===== config.mk =====
export PLATFORM = sky130hd
export DESIGN_NAME = branch_stall_ctrl
export DESIGN_NICKNAME = d
export VERILOG_FILES = /design/src/rtl/branch_stall_ctrl.sv
export SDC_FILE = /design/constraint.sdc
export NUM_CORES = 1
export LEC_CHECK = 0
export BUFFER_PORTS_ARGS = -buffer_cell sky130_fd_sc_hd__buf_4
export CAP_MARGIN = 0
export CELL_PAD_IN_SITES_DETAIL_PLACEMENT = 1
export CELL_PAD_IN_SITES_GLOBAL_PLACEMENT = 1
export CORE_MARGIN = 1
export CORE_UTILIZATION = 20
export DETAILED_ROUTE_END_ITERATION = 7
export GPL_TIMING_DRIVEN = 0
export HOLD_SLACK_MARGIN = 0.02
export PLACE_DENSITY = 0.79
export SLEW_MARGIN = 20
export SYNTH_ARGS = -nofsm -noshare
export SYNTH_HDL_FRONTEND = slang
export SYNTH_SLANG_ARGS = --single-unit

===== constraint.sdc =====
create_clock -name clk -period 1.4 [get_ports clk]
set_clock_uncertainty 0.1 [all_clocks]
set_input_delay 0.07 -clock clk [delete_from_list [all_inputs] [get_ports clk]]
set_output_delay 0.07 -clock clk [all_outputs]
set_load 0.03 [all_outputs]

===== src/rtl/branch_stall_ctrl.sv =====
// Branch hazard stall/flush controller for the decode stage.
// A branch resolved in ID needs its sources early. A load in EX costs two stall cycles:
// one in IDLE plus one in HOLD. An ALU result in EX or a load in MEM costs one stall
// cycle, after which the branch is re-evaluated.
// Optional statistics counters are enabled with the macro BRANCH_STAT_EN.
module branch_stall_ctrl (
    input  logic       clk,
    input  logic       rst_n,
    input  logic       BranchD,
    input  logic       bned,
    input  logic       equal,
    input  logic [4:0] RsD,
    input  logic [4:0] RtD,
    input  logic       RegWriteE,
    input  logic       MemtoRegE,
    input  logic [4:0] WriteRegE,
    input  logic       RegWriteM,
    input  logic       MemtoRegM,
    input  logic [4:0] WriteRegM,
`ifdef BRANCH_STAT_EN
    input  logic        stat_clr,
    output logic [15:0] taken_cnt,
    output logic [15:0] stall_cnt,
`endif
    output logic       StallF,
    output logic       StallD,
    output logic       FlushE,
    output logic       PCSrcD,
    output logic       FlushD,
    output logic       busy
);

    typedef enum logic [0:0] {StIdle, StHold} state_e;

    state_e state_q, state_d;

    logic match_e, match_m;
    logic haz2, haz1;

    // A load in MEM always writes, so RegWriteM adds nothing to the MEM-stage check.
    logic unused_regwritem;
    assign unused_regwritem = RegWriteM;

    // Source-register matches against the EX and MEM destinations; r0 never matches.
    always_comb begin
        match_e = (WriteRegE != 5'd0) && ((WriteRegE == RsD) || (WriteRegE == RtD));
        match_m = (WriteRegM != 5'd0) && ((WriteRegM == RsD) || (WriteRegM == RtD));
        haz2    = BranchD && RegWriteE && MemtoRegE && match_e;
        haz1    = BranchD && !haz2 &&
                  ((RegWriteE && !MemtoRegE && match_e) || (MemtoRegM && match_m));
    end

    // State register; reset forces IDLE without waiting for a clock edge.
    always_ff @(posedge clk or negedge rst_n) begin
        if (!rst_n) begin
            state_q <= StIdle;
        end else begin
            state_q <= state_d;
        end
    end

    // Next-state and outputs; reset gates all controls low regardless of inputs.
    always_comb begin
        state_d = state_q;
        StallF  = 1'b0;
        StallD  = 1'b0;
        FlushE  = 1'b0;
        PCSrcD  = 1'b0;
        FlushD  = 1'b0;
        if (rst_n) begin
            unique case (state_q)
                StIdle: begin
                    if (haz2 || haz1) begin
                        StallF = 1'b1;
                        StallD = 1'b1;
                        FlushE = 1'b1;
                        if (haz2) begin
                            state_d = StHold;
                        end
                    end else begin
                        PCSrcD = BranchD && (bned ^ equal);
                        FlushD = BranchD && (bned ^ equal);
                    end
                end
                StHold: begin
                    // Second load-use stall; inputs are ignored so HOLD is always one cycle.
                    StallF  = 1'b1;
                    StallD  = 1'b1;
                    FlushE  = 1'b1;
                    state_d = StIdle;
                end
                default: state_d = StIdle;
            endcase
        end
    end

    assign busy = (state_q == StHold);

`ifdef BRANCH_STAT_EN
    // Saturating event counters; clear wins over increment.
    always_ff @(posedge clk or negedge rst_n) begin
        if (!rst_n) begin
            taken_cnt <= 16'd0;
            stall_cnt <= 16'd0;
        end else if (stat_clr) begin
            taken_cnt <= 16'd0;
            stall_cnt <= 16'd0;
        end else begin
            if (PCSrcD && (taken_cnt != 16'hFFFF)) begin
                taken_cnt <= taken_cnt + 16'd1;
            end
            if (StallD && (stall_cnt != 16'hFFFF)) begin
                stall_cnt <= stall_cnt + 16'd1;
            end
        end
    end
`endif

endmodule


==> metrics.txt <==
Rows=15; Worst Tran Pin Value=just under 0.2 ns; number of global-route vias before repair=between 400 and 500; Final nets=113; Critical Path Fanout Max=2; Die X-Extent=44.7 um; worst reg-to-reg path cell count=3; fmax=between 0.5 and 0.6 GHz; initial antenna violation count=0; DRT Wirelength=approximately 1.2 mm; total number of vias=464; fin crit share=121%; PD cells=~340 mW/mm^2; DR iter-0 viols=1; post-synthesis sequential area ratio=just under 7%; global-route wire length before repair=~2.0 mm; Initial DRT Pass Iterations=2; Final Hold Fails=0; launch point of the worst reg-to-reg path=busy; dpl ws=-0.378 ns; HP Class=in2reg; layout filler cell count=around 210; detailed-route DRC error count=0; share of the synthesized area in the top cell type=48.1%; Worst-Skew Late Latency=0 ns; Core ar.=about 0.0017 sq mm; Antenna Diode Count=0; setup violators final=5; failing checks=negative setup slack; Synth Instances=46; Worst VDD drop=slightly above 100 uV; ratio of cells with drive above 1 in the final layout=roughly half; worst r2r dst=busy; Synth area leader=xnor2_1; largest net degree at the start of global routing=5; Syn-to-layout area delta=95.2%; IO Port Bufs=33; min Tclk post-route=1.69 ns; die height=about 45 um; CP Class=in2out; syn nets=75; gr usage total=12.7%; CP endpoint kind=output port; gpl congestion=roughly 0.78; Critical Path AT=~1.5 ns; Initial Util=between 20% and 30%; reg2reg setup slack=about 0.46 ns; Post-Synthesis Cell Area=approximately 360 sq um; main area contributors after synthesis=xnor2_1 48%, dfrtp_1 6.9%, buf_4 6.2%; Slew Limit Fails=0; post-layout utilization of the core=a little over two fifths; Critical Path Source Type=input pin; max cap viols=0; Antenna Nets Post-Route=0; status=finished, violations left; relative slew slack=around 87%; Mapped Avg Cell Area=7.92 sq um; most frequent cells in the layout=31 x buf_4, 20 x xnor2_1, 6 x buf_6, 4 x nand3_1, 4 x nand2_1; RSZ-0062 raised after global routing=true; Critical Path RT=roughly 1.2 ns; Via density=4.34; Largest register FFs=1; Die ar.=~0.002 sq mm; commonest non-fill, non-tap cell in the layout=buf_4; hold-critical path depth=2; Synth cell types=16; Reg clk slew, reported paths=0 ns; leakage power=0.307 nW; grt ovf=0; HP Start=MemtoRegE; Routed wire per std cell=between 10 and 15 um; Yosys reg bits=1; WHS Endpoint=busy; Synth warnings=0; final worst slack=-0.289 ns; IO Pins=35
-- final cells by class --
cell class	instances	area (sq um)	area share (%)
Buffer	3	26.3	3.70
Tap cell	25	31.3	4.40
Inverter	1	3.75	0.528
Sequential cell	1	25.0	3.52
Timing Repair Buffer	36	299	42.1
Multi-Input combinational cell	41	325	45.8
-- worst max-delay path by stage --
| stage | from | endpoint | slack, ns | depth (start not counted) |
|---|---|---|---|---|
| final | WriteRegE[2] | PCSrcD | -0.29 | 7 |
| after CTS | WriteRegE[2] | PCSrcD | -0.37 | 7 |
| after global placement | WriteRegE[0] | PCSrcD | -0.36 | 7 |
| after detailed placement | WriteRegE[0] | PCSrcD | -0.38 | 7 |
| after global routing | WriteRegE[2] | PCSrcD | -0.35 | 7 |
| after floorplan | WriteRegE[0] | PCSrcD | -0.15 | 5 |
-- report_power, final --
| group | switching (W) | leakage [nW] | total [W] | internal (W) |
|---|---|---|---|---|
| combinational | 0.0000848 | 0.293 | 0.000211 | 0.000127 |
| sequential | 0.000000252 | 0.0139 | 0.0000300 | 0.0000298 |
| clock | 0 | 0 | 0 | 0 |
-- worst max-delay path: stages --
cell and delay [ns]:
buf_8 0.09, or3_1 0.36, o311a_1 0.32, a22oi_2 0.21, and4_4 0.25, buf_6 0.09
buf_6 0.11
-- cell families after synthesis --
family          after synthesis  synth area share (%)
compound gates                7                  17.2
buf+inv                       4                  7.22
xor+xnor                     21                  50.5
flops                         1                  6.87
simple gates                 13                  18.2
-- layer usage --
metal	up-vias	wire, um	global-route usage (%)
met3	0	124	1.63
met1	209	454	15.7
met5	-	0	0
li1	231	-	-
met4	0	0	0
met2	24	588	24.4
-- stage by stage --
| stage | instance area (sq um) | total power [W] | hold slack [ns] | TNS (ns) | std cells |
|---|---|---|---|---|---|
| 3_5_place_dp | 653 | 0.000228 | -0.242 | -1.44 | 104 |
| 5_1_grt | 711 | 0.000261 | 0.265 | -1.41 | 107 |
| 3_3_place_gp | 653 | 0.000225 | -0.243 | -1.34 | 104 |
| 6_report | 711 | 0.000241 | 0.242 | -1.04 | 107 |
| 4_1_cts | 704 | 0.000241 | 0.247 | -1.44 | 107 |
| 2_1_floorplan | 374 | 0.000126 | -0.326 | -0.255 | 46 |
-- cell usage after synthesis (all sizes together) --
master,instances
nor2,1
nand2,4
buf,3
o22ai,2
nand3,4
a41o,1
xnor2,20
xor2,1
a22oi,1
inv,1
a21boi,1
or3,2
and4,1
nor2b,1
dfrtp,1
o311a,2
-- timing repair --
item,CTS,global route
pin swaps,6,4
resized for setup,7,1
hold buffers,1,0
endpoints found under the hold margin,1,0
gates cloned,0,0
buffers inserted,2,0
endpoints found under the setup margin,5,6
Note: power is estimated with default switching activity, not from simulation.
